File: src/rtl/rf_wb_arbiter.sv
// rf_wb_arbiter: round-robin arbitration of the register file write port between ALU and load writeback
module rf_wb_arbiter #(
   parameter int DATA_W = 32,
   parameter int ADDR_W = 5,
   parameter bit MEM_FIRST = 1'b0
) (
   input  logic              Clk,
   input  logic              Rst,
   input  logic              AluValid,
   input  logic [ADDR_W-1:0] AluRW,
   input  logic [DATA_W-1:0] AluData,
   output logic              AluReady,
   input  logic              MemValid,
   input  logic [ADDR_W-1:0] MemRW,
   input  logic [DATA_W-1:0] MemData,
   output logic              MemReady,
   output logic              RegWr,
   output logic [ADDR_W-1:0] RW,
   output logic [DATA_W-1:0] BusW,
   input  logic [ADDR_W-1:0] RA,
   input  logic [ADDR_W-1:0] RB,
   output logic              FwdA,
   output logic              FwdB
);
   logic              ptr;
   logic [ADDR_W-1:0] g_rw;
   logic [DATA_W-1:0] g_data;
   assign AluReady = !Rst && AluValid && (!MemValid || !ptr);
   assign MemReady = !Rst && MemValid && (!AluValid || ptr);
   assign g_rw     = AluReady ? AluRW : MemRW;
   assign g_data   = AluReady ? AluData : MemData;
   assign FwdA     = RegWr && (RA == RW);
   assign FwdB     = RegWr && (RB == RW);
   // a granted write to $zero is consumed but leaves RW/BusW untouched
   always_ff @(posedge Clk) begin
      if (Rst) begin
         RegWr <= 1'b0;
         RW    <= '0;
         BusW  <= '0;
         ptr   <= MEM_FIRST;
      end else if (AluReady || MemReady) begin
         ptr   <= AluReady;
         RegWr <= (g_rw != '0);
         if (g_rw != '0) begin
            RW   <= g_rw;
            BusW <= g_data;
         end
      end else begin
         RegWr <= 1'b0;
      end
   end
endmodule

File: config.mk
export PLATFORM = sky130hd
export DESIGN_NAME = rf_wb_arbiter
export DESIGN_NICKNAME = d
export VERILOG_FILES = /design/src/rtl/rf_wb_arbiter.sv
export SDC_FILE = /design/constraint.sdc
export NUM_CORES = 1
export LEC_CHECK = 0
export BUFFER_PORTS_ARGS = -buffer_cell sky130_fd_sc_hd__buf_2
export CAP_MARGIN = 20
export CORE_UTILIZATION = 44
export CTS_BUF_LIST = sky130_fd_sc_hd__clkbuf_2
export CTS_CLUSTER_SIZE = 40
export DETAILED_ROUTE_END_ITERATION = 8
export PLACE_DENSITY = 0.84
export SETUP_SLACK_MARGIN = 0.1
export SYNTH_ARGS = -nofsm -noshare
export SYNTH_HDL_FRONTEND = slang
export SYNTH_SLANG_ARGS = --single-unit
File: constraint.sdc
create_clock -name Clk -period 1.8 [get_ports Clk]
set_input_delay 0.18 -clock Clk [delete_from_list [all_inputs] [get_ports Clk]]
set_output_delay 0.18 -clock Clk [all_outputs]
set_load 0.03 [all_outputs]
# ---- Word-level counts from Yosys, hierarchy flattened
# Index checks and enable logic that the tools add are counted.
dict set report word_totals {
  reg_bits 39
  latchBits 0
  ramBits 0
  romBits 0
  inputBits 88
  out_inout_bits 42
  word_cells 25
  mem_count 0
}
dict set report op_classes {
  n_addsub 0
  n_mul 0
  n_div 0
  n_lt_le_gt_ge 0
  eq_ne 2
  shift 0
  muxes 2
  n_bitwise 1
  reduce_logical 16
}
# cell count
set ops {}
lappend ops {{two-way mux 32 bit} 1}
lappend ops {{equality test 5 bit} 2}
lappend ops {{logical AND 1 bit} 6}
lappend ops {{two-way mux 5 bit} 1}
lappend ops {{nonzero test 5 bit} 1}
lappend ops {{zero test 1 bit} 4}
lappend ops {{logical OR 1 bit} 3}
lappend ops {{AND reduction 2 bit} 1}
lappend ops {{OR reduction 2 bit} 1}
lappend ops {{inverter 1 bit} 1}

# ---- Logic depth before layout (Yosys ltp)
# Gate-level depths: netlist (run 1).
dict set report logic_depth {
  word_depth 6
  depth_mapped 6
  mapped_depth_nobuf 5
}

# ---- Worst setup path after synthesis (run 1)
# OpenSTA, ideal clock, no wires.
dict set report synth_path {
  path_kind {input port to flip-flop}
  from {in AluValid}
  to {reg BusW[13]}
  setup_time_ns 0.121
  arrival_ns 1.693
  t_required_ns 1.679
  slack_ns -0.014
  path_stages 5
  path_buffers 1
  path_cell_list {buf_2 > o21bai_2 > a21oi_1 > o2bb2ai_2 > mux2_2}
}
dict set report synth_via {
  elab_chain_cells 5
  word_cells_on_any_way 10
  classes_between {mux (2); reduce/logical (8)}
}
# item line
set synth_rtl {}
lappend synth_rtl {{from (decl)} 9} ;# input logic AluValid,
lappend synth_rtl {{zero test 1 bit} 29} ;# assign MemReady = !Rst && MemValid && (!AluValid || ptr);
lappend synth_rtl {{logical OR 1 bit} 29}
lappend synth_rtl {{logical AND 1 bit} 29}
lappend synth_rtl {{named net MemReady} 16} ;# output logic MemReady,
lappend synth_rtl {{logical OR 1 bit} 41} ;# end else if (AluReady || MemReady) begin
lappend synth_rtl {{AND reduction 2 bit (no line)} -}
lappend synth_rtl {{to (signal assigned)} 46} ;# BusW <= g_data;
lappend synth_rtl {{to (decl)} 19} ;# output logic [DATA_W-1:0] BusW,
# The timed path passes the listed nets, and every way through them passes these cells.
# A chain may end at the register's enable or synchronous reset.

# ---- Worst setup path in the final report (run 1)
dict set report layout_path {
  from {reg RW[1]}
  to {out FwdB}
}
dict set report layout_via {
  elab_chain_cells 2
}
# item line
set layout_rtl {}
lappend layout_rtl {{from (decl)} 18} ;# output logic [ADDR_W-1:0] RW,
lappend layout_rtl {{from (signal assigned)} 45} ;# RW <= g_rw;
lappend layout_rtl {{equality test 5 bit} 33} ;# assign FwdB = RegWr && (RB == RW);
lappend layout_rtl {{logical AND 1 bit} 33}
lappend layout_rtl {{to (decl)} 23} ;# output logic FwdB
# No other way between the ends.

==> results of run 1 <==
routing by layer:
metal  global-route usage  share of wire  vias to the layer above
met5                    0              0                        -
met4               0.0867          0.022                        0
met3               0.0338          0.049                       11
met2                0.378           0.51                       92
met1                0.220           0.42                      903
li1                     -              -                     1009
worst min-delay path, stage by stage:
cell and delay (ns):
buf_2 0.07, mux2i_1 0.05, mux2i_1 0.11
cell families after synthesis:
| group | Yosys count |
|---|---|
| buffers and inverters | 16 |
| xor gates and xnor gates | 10 |
| muxes | 66 |
| DFF | 39 |
| and+or+nand+nor | 58 |
| AOI/OAI and AO/OA | 19 |
report_power, final:
part	switching (W)	internal [W]	total [W]
logic	0.000478	0.000338	0.000816
registers	0.0000664	0.000977	0.00104
clock network	0.000282	0.000100	0.000382
worst max path at each step:
| stage | slack [ns] | to | depth (start not counted) |
|---|---|---|---|
| 3_5_place_dp | 0.09 | BusW[27] | 6 |
| 3_3_place_gp | 0.12 | BusW[31] | 6 |
| 6_report | 0.08 | FwdB | 5 |
| 5_1_grt | -0.02 | FwdB | 5 |
| 4_1_cts | 0.06 | FwdB | 4 |
| 2_1_floorplan | 0.20 | BusW[13] | 5 |
what timing repair did:
action                     4_1_cts  5_1_grt
setup buffers                    1        2
hold buffers                     0        0
hold endpoints to repair         0        0
pin swaps                        4        4
setup endpoints to repair        3        4
resized for setup                9        7
through the flow:
step / hold slack [ns] / area (um^2)
floorplan: 0.366 / 2120
global placement: 0.454 / 2860
detailed placement: 0.458 / 2860
CTS: 0.0401 / 2940
global route: 0.0286 / 2970
finish: 0.0584 / 2970
area by class of cell:
| type | instances | area (um^2) | area share |
|---|---|---|---|
| flip-flops and latches | 39 | 793 | 0.267 |
| clock buffers | 6 | 30.0 | 0.0101 |
| clock inverters | 2 | 12.5 | 0.00421 |
| multi-input cells | 153 | 1280 | 0.432 |
| inverters | 5 | 18.8 | 0.00632 |
| well taps | 52 | 65.1 | 0.0219 |
| repair buffers | 140 | 768 | 0.259 |
sequential cells by signal, summed over array words and instances (netlist names):
signal,count
BusW,32
RW,5
RegWr,1
ptr,1
synthesized netlist by cell type (all sizes together):
cell type and number:
a2111oi 1, a21o 1, a21oi 5, and3 2
buf 7, clkbuf 4, dfxtp 39, inv 5
mux2 1, mux2i 65, nand2 3, nand2b 31
nand3 3, nand3b 2, nor2 4, nor2b 3
nor3 2, nor4 2, o2111ai 2, o21ai 3
o21bai 1, o2bb2ai 1, o311a 2, o32ai 3
or3 4, or4 2, xnor2 2, xor2 8
==> out/metrics.yaml, run 1 <==
rrSetupSlack_ns: 0.25
worstSkewPairLatency_ns: 0.38
startpoint: "RW[1]"
setup-tns-final_ns: 0
fmaxAchievable_mhz: 580
cts_sinks: 39
min_period_over_period: 0.958
grt_pass1_vias: 1877
worstRegToRegCells: 4
grt_max_degree: 23
synth_cell_types: 32
slew_viol_final: 0
crit_path_top_delay_cell: "dfxtp_4"
cts.path.max_buffers: 2
grt_util_all_layers: 0.201
die_h_um: 71.3
die_w_um: 71.3
synth_top_family_by_area: "multiplexers"
drive_above_1_share: 0.464
yosysSeqAreaShare: 0.370
ys_ff_latch: 39
path_buf_inv: 2
total_power_w: 0.00224
tritoncts: "yes"
place.gp.congestion: 0.868
root_buffer: "clkbuf_2"
final_cells: 397
r2r_end: "RW[1]"
grt_first_pass_wirelength_mm: 8.00
firstDrtPassIters: 6
diodes: 0
mostFrequentLayoutCells: "126 x buf_2, 65 x mux2i_1, 33 x dfxtp_1, 31 x nand2b_1, 9 x buf_4"
synth-simple-area-share: 0.164
cts_buffers: 5
synth_warnings: 0
final_common_cell: "buf_2"
synth_cells: 208
drt-initial-drc-count: 63
synth_compound_area_frac: 0.0711
synthMuxAreaShare: 0.313
peakVddDrop_mv: 0.481
yosysTopAreaCell: "dfxtp_1"
globalRouteOverflowTotal: 0
crit_path_max_incr_delay_ns: 0.39
totalWireLength_mm: 5.33
place_hpwl_mm: 4.05
rsz0062_at_grt: "yes"
coreArea_mm2: 0.00447
synth_top_cell_area_share: 0.370
hold_path.class: "primary input to flip-flop"
portBuffers: 129
setup_viol: 0
final_nets: 432
critical_path_arrival_ns: 1.54
worst_ep_required_time_ns: 1.62
worstHoldStart: "AluData[2]"
start_util: 0.472
post_synth_fa_ha_maj_area_fraction: 0
start_kind: "flip-flop"
maxSlewHeadroom: 0.756
synth_area_mm2: 0.00211
finClkSkew_ns: 0.0173
io_pins: 130
vias: 2015
hold_viol: 0
maxCapViolations: 0
ant_nets: 0
synth.area.top_cells: "dfxtp_1 37%, mux2i_1 31%, nand2b_1 9.2%, xor2_1 3.3%, buf_6 1.6%"
dp_slack_ns: 0.0941
power_density_mw_per_mm2: 755
failed_checks: "DRC"
final_core_util: 0.664
min_to: "BusW[2]"
path_cells: "buf_4, xor2_1, nor4_2, and3_1, buf_6"
status: "finished with violations"
drc: 8
fillCellCount: 382
antenna_found_initial: 0
dp.cells: 386
viasPerCell: 5.08
htreeDepth: 2
end_kind: "output port"
synth_xor_area_frac: 0.0415
hold_depth: 3
synth_nets: 296
r2r_start: "ptr"
post_drt_wl_per_cell_um: 13.4
critPathKind: "flip-flop to output port"
path_delay_family: "flip-flops"
path_max_fanout: 4
avgSynthCellArea_um2: 10.2
fp-row-count: 24
clkTransAtPathRegs_ns: 0.20
fin_crit_ns: 1.72
tightestPinTransition_ns: 0.356
die_area_mm2: 0.00508
setup_slack_ns: 0.0754
p_leak_nw: 1.64
area_delta_synth_final_pct: 40.6
Power figures use the tool's default switching activity.
==> run 2: changes to the inputs <==
==> constraint.sdc (replaced) <==
create_clock -name Clk -period 1.8 [get_ports Clk]
set_input_delay 0.36 -clock Clk [delete_from_list [all_inputs] [get_ports Clk]]
set_output_delay 0.36 -clock Clk [all_outputs]
set_load 0.03 [all_outputs]
==> out/metrics.yaml, run 2 (synthesis results as in run 1) <==
status: "finished with violations"
failed_checks: "DRC, setup timing"
p_leak_nw: 1.71  # +4.3%
maxCapViolations: 0  # unchanged
ant_nets: 0  # unchanged
final_common_cell: "buf_2"
critPathKind: "flip-flop to output port"
tritoncts: "yes"
setup_viol: 2  # +2
power_density_mw_per_mm2: 818  # +8.4%
intPower_w: 0.00172  # +21%
power.switching_w: 0.000834  # +0.90%
crit_path_max_incr_delay_ns: 0.40  # about the same
globalRouteOverflowTotal: 0  # unchanged
cts_hold_buf: 0  # unchanged
totalWireLength_mm: 5.59  # +4.8%
fp-row-count: 24  # unchanged
coreArea_mm2: 0.00447  # unchanged
clkTransAtPathRegs_ns: 0.19  # about the same
firstDrtPassIters: 6  # unchanged
finClkSkew_ns: 0.0156  # -0.00172 ns
drt-initial-drc-count: 86  # +37%
place.gp.congestion: 0.895  # +3.1%
hold_viol: 0  # unchanged
mostFrequentLayoutCells: "125 x buf_2, 65 x mux2i_1, 33 x dfxtp_1, 31 x nand2b_1, 17 x buf_4"
die_h_um: 71.3  # unchanged
worst_ep_required_time_ns: 1.44  # -0.18 ns
hold_path.class: "primary input to flip-flop"
largest_reg_flops: 32  # unchanged
setup-tns-final_ns: -0.204  # -0.204 ns
io_pins: 130  # unchanged
die_w_um: 71.3  # unchanged
swShare: 0.327  # -0.0419
largest_registers: "BusW x32, RW x5"
root_buffer: "clkbuf_2"
vias: 2050  # +1.7%
post_drt_wl_per_cell_um: 13.8  # +2.5%
slew_viol_final: 0  # unchanged
htreeDepth: 2  # unchanged
diodes: 0  # unchanged
die_area_mm2: 0.00508  # unchanged
area_delta_synth_final_pct: 47.6
final_nets: 441  # +2.1%
setup_slack_ns: -0.124  # -0.199 ns
place_hpwl_mm: 4.08  # +0.93%
start_util: 0.472  # unchanged
viasPerCell: 5.05  # -0.52%
peakVddDrop_mv: 0.462  # -3.9%
critical_path_arrival_ns: 1.56  # +0.02 ns
end_kind: "output port"
power_frac_seq: 0.410  # -0.056
path_max_fanout: 3  # -1
power_frac_comb: 0.333  # -0.031
path_cells: "xor2_1, nor4_1, and3_1, buf_6"
worstSkewPairLatency_ns: 0.38  # about the same
cts.path.max_buffers: 2  # unchanged
crit_path_top_delay_cell: "dfxtp_4"
maxSlewHeadroom: 0.592  # -0.165
drc: 8  # unchanged
grt_util_all_layers: 0.220  # +0.0197
min_period_over_period: 1.07  # +0.111
grt_pass1_vias: 2010  # +7.1%
portBuffers: 129  # unchanged
rsz0062_at_grt: "yes"
cts_buffers: 5  # unchanged
antenna_found_initial: 0  # unchanged
drive_above_1_share: 0.486  # +0.0221
cts_sinks: 39  # unchanged
tightestPinTransition_ns: 0.597  # +0.241 ns
total_power_w: 0.00255  # +14%
grt_max_degree: 24  # +4.3%
fin_hold_ws_ns: 0.245  # +0.186 ns
fin_crit_ns: 1.92  # +0.199 ns
start_kind: "flip-flop"
clkPwrFrac: 0.257  # +0.087
grt_first_pass_wirelength_mm: 8.74  # +9.2%
fmaxAchievable_mhz: 520  # -10%
top_register: "BusW"
-- run 2: cell types whose count changed in the layout (fill, tap and decap cells not counted), sizes merged --
cell,delta
clkinv,-2
buf,+10
clkbuf,-1
bufinv,+2
-- run 2: timing repair --
item | CTS | global route
setup buffers | 4 | 3
resized for setup | 18 | 6
pin swaps | 7 | 5
setup endpoints to repair | 4 | 5
cloned | 0 | 0
endpoints found under the hold margin | 0 | 0
-- run 2: through the flow --
| step | worst slack (ns) | util | std cells | instance area [um^2] |
|---|---|---|---|---|
| after global routing | -0.182 | 0.697 | 406 | 3120 |
| after global placement | -0.0453 | 0.649 | 391 | 2900 |
| final | -0.124 | 0.697 | 406 | 3120 |
| after detailed placement | -0.0872 | 0.649 | 391 | 2900 |
| after floorplan | 0.110 | - | 208 | 2140 |
| after CTS | -0.124 | 0.685 | 403 | 3070 |
-- run 2: worst paths after layout --
path	from	endpoint	slack [ns]	depth (start not counted)
min reg2reg	BusW[22]	BusW[22]	0.48	2
max reg2reg	ptr	RW[1]	0.17	5
max	RW[4]	FwdB	-0.12	4
min	AluData[4]	BusW[4]	0.24	3
-- run 2: critical path: cells and delay by family (launching register included) --
kind	cells	cell delay, ns
xor gates and xnor gates	1	0.14
buffers and inverters	1	0.13
and+or+nand+nor	2	0.51
DFF	1	0.40
-- run 2: area by class of cell --
cell class / count / area (um^2)
Sequential cell: 39 / 796
Clock buffer: 6 / 30.0
Tap cell: 52 / 65.1
Fill cell: 365 / 1360
Inverter: 5 / 21.3
Multi-Input combinational cell: 153 / 1300
Clock inverter: 2 / 60.1
Timing Repair Buffer: 149 / 850
-- run 2: power by group through the flow --
| stage | Combinational [W] | Clock, W | Sequential, W |
|---|---|---|---|
| 2_1_floorplan | 0.000308 | 0 | 0.00127 |
| 3_3_place_gp | 0.000791 | 0 | 0.00106 |
| 3_5_place_dp | 0.000811 | 0 | 0.00106 |
| 4_1_cts | 0.000833 | 0.000673 | 0.00105 |
| 5_1_grt | 0.000906 | 0.000703 | 0.00106 |
| 6_report | 0.000850 | 0.000656 | 0.00105 |
-- run 2: layer usage --
layer | GRT usage | part of all wire | routed length (um) | vias to the layer above
met1 | 0.242 | 0.39 | 2190 | 915
met2 | 0.402 | 0.52 | 2900 | 95
met5 | 0 | 0 | 0 | -
met4 | 0.113 | 0.028 | 156 | 0
met3 | 0.0422 | 0.061 | 341 | 15
li1 | - | - | - | 1025
==> run 3: changes to the inputs <==
--- a/config.mk
+++ b/config.mk
@@ -9,3 +9,3 @@
 export CAP_MARGIN = 20
-export CORE_UTILIZATION = 44
+export CORE_UTILIZATION = 48
 export CTS_BUF_LIST = sky130_fd_sc_hd__clkbuf_2
@@ -13,3 +13,3 @@
 export DETAILED_ROUTE_END_ITERATION = 8
-export PLACE_DENSITY = 0.84
+export PLACE_DENSITY = 0.9
 export SETUP_SLACK_MARGIN = 0.1
==> constraint.sdc (replaced) <==
create_clock -name Clk -period 2.3 [get_ports Clk]
set_input_delay 0.23 -clock Clk [delete_from_list [all_inputs] [get_ports Clk]]
set_output_delay 0.23 -clock Clk [all_outputs]
set_load 0.03 [all_outputs]
==> out/metrics.yaml, run 3 (synthesis results as in run 1) <==
rrSetupSlack_ns: 0.38  # +0.21 ns
fin_crit_ns: 2.10
totalWireLength_mm: 5.09  # -8.8%
tritoncts: "yes"
grt_first_pass_wirelength_mm: 7.42  # -15%
critPathKind: "flip-flop to output port"
final_nets: 424  # -3.9%
top_register: "BusW"
status: "complete, no violations"
slew_viol_final: 0  # unchanged
r2r_start: "ptr"
diodes: 0  # unchanged
die_w_um: 68.3  # -4.1%
r2r_end: "RW[4]"
vias: 2002  # -2.3%
largest_registers: "BusW x32, RW x5"
finClkSkew_ns: 0.0332  # +0.0176 ns
rsz0062_at_grt: "no"
htreeDepth: 2  # unchanged
die_area_mm2: 0.00467  # -8.1%
globalRouteOverflowTotal: 0  # unchanged
hold_path.class: "primary input to flip-flop"
setup-tns-final_ns: 0  # +0.204 ns
grt_util_all_layers: 0.212  # -0.00782
crit_path_top_delay_cell: "dfxtp_1"
cts_hold_buf: 0  # unchanged
worstHoldStart: "AluData[9]"
mostFrequentLayoutCells: "129 x buf_2, 65 x mux2i_1, 39 x dfxtp_1, 31 x nand2b_1, 8 x xor2_1"
post_drt_wl_per_cell_um: 13.2  # -4.3%
grt_pass1_vias: 1758  # -13%
drive_above_1_share: 0.430  # -0.0556
coreArea_mm2: 0.00412  # -8.0%
final_common_cell: "buf_2"
viasPerCell: 5.17  # +2.5%
worstRegToRegCells: 6  # +1
cts_sinks: 39  # unchanged
start_util: 0.513  # +0.0412
die_h_um: 68.3  # -4.1%
min_period_over_period: 0.914
fp-row-count: 23  # -4.2%
path_buf_inv: 3  # +2
tightestPinTransition_ns: 0.648  # +0.0513 ns
ant_nets: 0  # unchanged
largest_reg_flops: 32  # unchanged
critical_path_arrival_ns: 1.87  # +0.31 ns
firstDrtPassIters: 4  # -2
clkTransAtPathRegs_ns: 0.22  # +0.03 ns
fin_hold_ws_ns: 0.0895  # -0.155 ns
io_pins: 130  # unchanged
drc: 0  # -8
start_kind: "flip-flop"
place_hpwl_mm: 3.92  # -3.9%
cts_buffers: 5  # unchanged
path_max_fanout: 35  # +32
hold_viol: 0  # unchanged
setup_viol: 0  # -2
maxSlewHeadroom: 0.557  # -0.0351
postCtsSetupBuffers: 0  # -4
postCtsResizedCells: 0  # -18
cts.path.max_buffers: 2  # unchanged
area_delta_synth_final_pct: 34.7
min_to: "BusW[9]"
peakVddDrop_mv: 0.448  # -3.2%
path_delay_family: "buffers and inverters"
root_buffer: "clkbuf_2"
fmaxAchievable_mhz: 476
portBuffers: 129  # unchanged
maxCapViolations: 0  # unchanged
worst_ep_required_time_ns: 2.07  # +0.63 ns
fillCellCount: 333  # -8.8%
p_leak_nw: 1.59  # -7.0%
power_density_mw_per_mm2: 605  # -26%
antenna_found_initial: 0  # unchanged
end_kind: "output port"
hold_depth: 3  # unchanged
worstSkewPairLatency_ns: 0.39  # about the same
path_cells: "a21oi_2, nand2_2, buf_6, inv_1, buf_2"
drt-initial-drc-count: 137  # +59%
place.gp.congestion: 0.899  # +0.48%
grt_max_degree: 37  # +54%
crit_path_max_incr_delay_ns: 0.39  # about the same
==> run 3: routing by layer <==
metal  share of wire  global-route usage
met5               0                   0
met4          0.0071              0.0599
met3           0.065              0.0550
met2            0.52               0.396
met1            0.41               0.233
==> run 3: worst max-delay path by stage <==
stage / from / endpoint / slack [ns] / cells past startpoint
finish: ptr / AluReady / 0.20 / 5
global route: ptr / AluReady / 0.12 / 5
CTS: ptr / AluReady / 0.13 / 5
detailed placement: ptr / RW[4] / 0.36 / 6
global placement: MemRW[2] / BusW[31] / 0.39 / 6
floorplan: AluValid / BusW[13] / 0.44 / 5
==> run 3: final cells by class <==
class                      count  area [um^2]  area share
sequential                    39          781       0.274
clock inverter                 3         15.0     0.00528
multi-input combinational    153         1260       0.442
clock buffer                   5         25.0     0.00880
timing repair buffer         132          684       0.241
tap                           50         62.6      0.0220
inverter                       5         18.8     0.00660
==> run 3: power by group <==
group          internal, W  switching (W)
sequential        0.000763      0.0000538
combinational     0.000245       0.000362
clock            0.0000700       0.000227
total              0.00108       0.000643
==> run 3: stage by stage <==
| step | total power (W) | cell area [um^2] | instances | setup slack (ns) | util |
|---|---|---|---|---|---|
| 2_1_floorplan | 0.00123 | 2110 | 208 | 0.436 | - |
| 3_3_place_gp | 0.00142 | 2800 | 379 | 0.390 | 0.681 |
| 3_5_place_dp | 0.00144 | 2800 | 379 | 0.358 | 0.681 |
| 4_1_cts | 0.00173 | 2840 | 387 | 0.126 | 0.690 |
| 5_1_grt | 0.00181 | 2850 | 387 | 0.122 | 0.691 |
| 6_report | 0.00172 | 2850 | 387 | 0.198 | 0.691 |
==> run 3: tightest hold or removal path: cells and delay by family <==
family | cells | cell delay [ns]
mux | 2 | 0.16
buf+inv | 1 | 0.07
